### config.mk
export PLATFORM = sky130hd
export DESIGN_NAME = clk_en_div_mc
export DESIGN_NICKNAME = d
export VERILOG_FILES = /design/src/rtl/clk_en_div_mc.sv
export SDC_FILE = /design/constraint.sdc
export NUM_CORES = 1
export LEC_CHECK = 0
export CAP_MARGIN = 15
export CORE_UTILIZATION = 30
export CTS_CLUSTER_SIZE = 30
export DETAILED_ROUTE_END_ITERATION = 6
export SETUP_SLACK_MARGIN = 0.05
export SLEW_MARGIN = 20
export SYNTH_ARGS = -nofsm -noshare
export SYNTH_HDL_FRONTEND = slang
export SYNTH_SLANG_ARGS = --single-unit
### constraint.sdc
create_clock -name clk -period 5.7 [get_ports clk]
set_clock_uncertainty 0.1 [all_clocks]
set_input_delay 0.855 -clock clk [delete_from_list [all_inputs] [get_ports clk]]
set_output_delay 0.855 -clock clk [all_outputs]
set_load 0.05 [all_outputs]
### src/rtl/clk_en_div_mc.sv
`default_nettype none
// ============================================================================
// Module   : clk_en_div_mc
// Brief    : Multi-channel programmable clock-enable strobe generator with
//            boundary-aligned divisor updates and global realign.
// Revision : 1.0 - initial release
// ============================================================================
module clk_en_div_mc #(
    parameter  int NUM_CH      = 2,
    parameter  int DIV_W       = 8,
    parameter  int DEFAULT_DIV = 4,
    localparam int CH_W        = (NUM_CH > 1) ? $clog2(NUM_CH) : 1
) (
    input  logic              clk,
    input  logic              reset,
    input  logic              en,
    input  logic              sync,
    input  logic              cfg_valid,
    output logic              cfg_ready,
    input  logic [CH_W-1:0]   cfg_ch,
    input  logic [DIV_W-1:0]  cfg_div,
    output logic [NUM_CH-1:0] tick,
    output logic [NUM_CH-1:0] pend
);

    localparam logic [DIV_W-1:0] C_DEFAULT_DIV = DIV_W'(DEFAULT_DIV);
    localparam logic [DIV_W-1:0] C_ONE         = DIV_W'(1);

    logic [NUM_CH-1:0] w_pend;
    logic [NUM_CH-1:0] w_wr;
    logic              w_sel_pend;
    logic [DIV_W-1:0]  w_cfg_div;

    // Out-of-range channel indices match nothing, so they read as not pending
    // and are accepted without touching any channel.
    always_comb begin
        w_sel_pend = 1'b0;
        for (int i = 0; i < NUM_CH; i++) begin
            if (cfg_ch == CH_W'(i)) begin
                w_sel_pend = w_pend[i];
            end
        end
    end

    assign cfg_ready = !sync && !w_sel_pend;
    assign w_cfg_div = (cfg_div == '0) ? C_ONE : cfg_div;
    assign pend      = w_pend;

    for (genvar i = 0; i < NUM_CH; i++) begin : g_ch
        logic [DIV_W-1:0] r_cnt;
        logic [DIV_W-1:0] r_div_cur;
        logic [DIV_W-1:0] r_div_pend;
        logic             r_pend;
        logic             r_tick;
        logic             w_wrap;

        assign w_wrap    = (r_cnt == (r_div_cur - C_ONE));
        assign w_wr[i]   = cfg_valid && cfg_ready && (cfg_ch == CH_W'(i));
        assign w_pend[i] = r_pend;
        assign tick[i]   = r_tick;

        always_ff @(posedge clk) begin
            if (reset) begin
                r_cnt      <= '0;
                r_div_cur  <= C_DEFAULT_DIV;
                r_div_pend <= C_DEFAULT_DIV;
                r_pend     <= 1'b0;
                r_tick     <= 1'b0;
            end else if (sync) begin
                r_cnt  <= '0;
                r_tick <= 1'b0;
                if (r_pend) begin
                    r_div_cur <= r_div_pend;
                    r_pend    <= 1'b0;
                end
            end else begin
                if (en) begin
                    if (w_wrap) begin
                        r_cnt  <= '0;
                        r_tick <= 1'b1;
                        if (r_pend) begin
                            r_div_cur <= r_div_pend;
                            r_pend    <= 1'b0;
                        end
                    end else begin
                        r_cnt  <= r_cnt + C_ONE;
                        r_tick <= 1'b0;
                    end
                end else begin
                    r_tick <= 1'b0;
                end
                // A write is only possible while r_pend is clear, so it never
                // collides with the apply above.
                if (w_wr[i]) begin
                    r_div_pend <= w_cfg_div;
                    r_pend     <= 1'b1;
                end
            end
        end
    end

endmodule
`default_nettype wire

## Word-level counts from Yosys, hierarchy flattened

Index checks and enable logic that the tools add are counted.

- Register bits: 52
- Output and inout bits: 5
- Bits of input ports: 14
- Word-level logic and storage cells: 61

- Mux-type cells: 20
- Reduce and logical (&&, ||, !) cells: 22
- Bitwise gates (word level): 3
- Equality and inequality tests: 2
- Add/subtract/negate cells: 4

Operators by type and width:

| cell | count |
|---|---|
| 2-to-1 mux 8 bit | 11 |
| adder 8 x 1 -> 8 bit, second input constant | 2 |
| == test 8 bit | 2 |
| subtractor 8 x 1 -> 8 bit, second input constant | 2 |
| nonzero test 2 bit | 7 |
| AND reduction 2 bit | 6 |
| 2-to-1 mux 1 bit | 9 |
| zero test 8 bit | 1 |
| logical AND 1 bit | 4 |
| inverter 1 bit | 3 |
| OR reduction 3 bit | 1 |
| zero test 1 bit | 2 |
| OR reduction 2 bit | 1 |

## Depth between registers and ports, before layout

- Depth after elaboration: 7
- Mapped depth: 10
- Gate-level depth less buffers: 8

## Worst setup path after synthesis

OpenSTA, ideal clock, no wires.

- Path kind: register to register
- From: register g_ch[0].r_div_cur[2]
- To: register g_ch[0].r_div_cur[0]
- Path buffers: 1
- Required time: 5528 ps
- Stages on the path, launching flop included: 8
- Setup slack: 3074 ps
- Data arrival time: 2454 ps
- Setup time: 72 ps
- Period minus slack after synthesis: 2626 ps
- Path through: dfxtp_1 > buf_6 > or4_4 > or3_1 > a2111oi_2 > nand4_2 > a21oi_4 > mux2i_1

- Longest elaborated chain between the ends: 4

RTL lines:

| what | line | text |
|---|---|---|
| start, declared | 51 | `logic [DIV_W-1:0] r_div_cur;` |
| start signal, assigned | 73 | `r_div_cur <= r_div_pend;` |
| start signal, assigned | 82 | `r_div_cur <= r_div_pend;` |
| subtractor 8 x 1 -> 8 bit | 57 | `assign w_wrap = (r_cnt == (r_div_cur - C_ONE));` |
| == test 8 bit | 57 |  |
| nonzero test 2 bit (no line) | -- |  |
| AND reduction 2 bit (no line) | -- |  |

No other way between the ends.
A chain may end at the register's enable or synchronous reset.

## Worst setup path after layout

- From: input sync
- To: output cfg_ready

- Longest elaborated chain between the ends: 2

RTL lines:

| what | line | text |
|---|---|---|
| start, declared | 17 | `input logic sync,` |
| zero test 1 bit | 45 | `assign cfg_ready = !sync && !w_sel_pend;` |
| logical AND 1 bit | 45 |  |
| end, declared | 19 | `output logic cfg_ready,` |

No other way between the ends.

==> flow_metrics.env <==
export IMPL_status="finished, final reports clean"
export IMPL_synth_area_um2=2814
export IMPL_synth_area_per_cell_um2=8.501
export IMPL_yosys_area_share_simple=0.2592
export IMPL_hold_violations=0
export IMPL_place_congestion=0.8038
export IMPL_power_leakage_nw=1.027
export IMPL_setup_worst_path_end_class="output pin"
export IMPL_cts_max_level=2
export IMPL_final_antenna_net_count=0
export IMPL_utilization=0.3553
export IMPL_ctsResizeCount=0
export IMPL_synthesis_nets=349
export IMPL_n_antenna_cell=0
export IMPL_post_route_period_util=0.6334
export IMPL_fillers=931
export IMPL_worstPathArrival_ns=2.66
export IMPL_yosysTopAreaCellShare=0.3699
export IMPL_grt_pass1_wl_um=10180
export IMPL_fin_cells=440
export IMPL_p_clk_frac=0.417
export IMPL_wirelength_um=5916
export IMPL_stdcell_area_um2=3159
export IMPL_syn_inst=331
export IMPL_antenna_found_initial=0
export IMPL_core_um2=8891
export IMPL_setup_ws_ns=2.089
export IMPL_synth_top_flop_cell="dfxtp_1"
export IMPL_tightest_slew_ns=0.9839
export IMPL_dp_cells=432
export IMPL_grt_pass1_vias=2030
export IMPL_avgRoutedWirePerCell_um=13.45
export IMPL_ir_drop_mv=0.09773
export IMPL_p_per_area_nw_per_um2=232.0
export IMPL_seqPwrFrac=0.511
export IMPL_internal_power_mw=0.5690
export IMPL_io_buffers=18
export IMPL_layout_common_cells="dfxtp_1, nor2_1, nand2_1, mux2i_1"
export IMPL_place_hpwl_um=4206
export IMPL_yosysTopAreaCell="dfxtp_1"
export IMPL_synth_area_leaders="dfxtp_1, mux2i_1, xnor2_1, xor2_1, nor2_1"
export IMPL_synth_warning_count=0
export IMPL_drv_cap=0
export IMPL_clkSinkCount=52
export IMPL_final_nets=349
export IMPL_area_delta_synth_final_pct=12.27
export IMPL_power_switching_mw=0.1638
export IMPL_critical_path_class="in -> out"
export IMPL_layout_commonest_cell="dfxtp_1"
export IMPL_final_setup_tns_ns=0
export IMPL_synth_compound_area_share=0.1214
export IMPL_grt_max_degree=59
export IMPL_pre_cts_ws_ns=2.085
export IMPL_synth_mux_area_frac=0.07114
export IMPL_overflow=0
export IMPL_required_ns=4.74
export IMPL_max_freq_mhz=277.0
export IMPL_synth_edf_count=0
export IMPL_clk_pin_slew_ns=0.10
export IMPL_cts_tree="done"
export IMPL_drtIter0Drc=122
export IMPL_cts_max_path_buffers=2
export IMPL_rows=34
export IMPL_hold_class="reg -> reg"
export IMPL_grt_use_total=0.1285
export IMPL_ios=19
export IMPL_dr_total_vias=2234
export IMPL_routed_via_density=5.077
export IMPL_timing_hold_ws_ns=0.3836
export IMPL_rsz0062_at_grt="false"
export IMPL_numCtsBuffers=5
export IMPL_drive_gt1_frac=0.05422
export IMPL_place_area_um2=3019
export IMPL_dr_pass1_iters=5
export IMPL_cp_max_fo=10
export IMPL_die_area_um2=9771
export IMPL_postCtsHoldBufs=0
export IMPL_die_width_um=98.85
export IMPL_ys_ff_latch=52
export IMPL_cts_setup_buffers=0
export IMPL_p_comb_frac=0.072
export IMPL_switching_share=0.2235
export IMPL_cts_root_buffer="clkbuf_8"
export IMPL_slew_headroom=0.3417
export IMPL_synthAdderAreaFrac=0.01779
export IMPL_clk_insertion_delay_late_ns=0.31
export IMPL_die_h_um=98.85
export IMPL_start_util=0.3165
export IMPL_cp_start_kind="primary input"
export IMPL_finalSetupViolations=0
export IMPL_power_total_mw=0.7329
export IMPL_yosysUniqueCellTypes=45
export IMPL_synth_top_family_by_area="simple AND/OR/NAND/NOR gates"
export IMPL_synth_xor_area_frac=0.1027
export IMPL_min_period_ns=3.611
export IMPL_maxSlewViolCount=0
export IMPL_ys_async_sr_fraction=0
export IMPL_yosysSeqAreaShare=0.3699
export IMPL_drc_errors=0
[per-layer routing]
| layer | vias to the layer above | GRT usage | routed length [µm] |
|---|---|---|---|
| met1 | 1038 | 0.1773 | 3094 |
| met3 | 6 | 0.02979 | 195 |
| met5 | - | 0 | 0 |
| li1 | 1159 | - | - |
| met4 | 0 | 0.03789 | 75 |
| met2 | 31 | 0.1990 | 2550 |
[critical path: stages]
cell,delay (ns)
clkdlybuf4s50_1,0.50
clkinv_1,0.32
o211a_1,0.28
clkdlybuf4s50_1,0.70
[path summary, 6_finish.rpt]
check | startpoint | end | slack (ns) | cells after the start
setup / recovery | sync | cfg_ready | 2.09 | 4
hold reg to reg | g_ch[0].r_div_pend[7]$_SDFFE_PP0P_ | g_ch[0].r_div_cur[7]$_SDFFE_PP0P_ | 0.38 | 2
setup reg to reg | g_ch[1].r_div_cur[0]$_SDFFE_PP0P_ | g_ch[1].r_div_cur[0]$_SDFFE_PP0P_ | 2.35 | 8
hold / removal | g_ch[0].r_div_pend[7]$_SDFFE_PP0P_ | g_ch[0].r_div_cur[7]$_SDFFE_PP0P_ | 0.38 | 2
[power groups by stage]
| stage | logic [mW] | clock network, mW | registers [mW] |
|---|---|---|---|
| CTS | 0.0533 | 0.314 | 0.375 |
| detailed placement | 0.0533 | 0 | 0.383 |
| global route | 0.0586 | 0.326 | 0.376 |
| global placement | 0.0525 | 0 | 0.383 |
| finish | 0.0530 | 0.305 | 0.375 |
| floorplan | 0.0346 | 0 | 0.381 |
[synthesized netlist by cell type, types with 4 or more instances]
cell      count
nor3_1       16
a31oi_1       7
mux2i_1      20
ha_1          4
nor3b_1       7
o311ai_0      7
dfxtp_1      52
nor4_1        4
nand3_1       6
nand2b_1     17
nor2_1       34
xor2_1       15
clkbuf_1     19
or4_1         8
nand2_1      24
buf_4         4
a21oi_1       8
inv_1         9
xnor2_1      18
a211oi_1      5
nor2b_1       5
nand4_1       7
[cells by family (layout without fill, tap and decap cells)]
family          after synthesis  count (layout)
xor+xnor                     33              33
buf+inv                      37              38
mux                          20              20
flops                        52              52
compound gates               46              46
fa+ha+maj                     4               4
simple gates                139             139
[flip-flops by register name, indices dropped and copies added (netlist names)]
| signal | count |
|---|---|
| g_ch.r_tick | 2 |
| g_ch.r_div_pend | 16 |
| g_ch.r_pend | 2 |
| g_ch.r_cnt | 16 |
| g_ch.r_div_cur | 16 |
[final cells by class]
| type | instances | area [µm²] | area share |
|---|---|---|---|
| repair buffers | 20 | 195.2 | 0.06178 |
| well taps | 108 | 135.1 | 0.04277 |
| clock inverters | 3 | 68.82 | 0.02178 |
| inverters | 10 | 37.54 | 0.01188 |
| flip-flops and latches | 52 | 1041 | 0.3295 |
| clock buffers | 5 | 68.82 | 0.02178 |
| multi-input cells | 242 | 1613 | 0.5105 |
No activity file was read; power rests on OpenSTA's default activity.
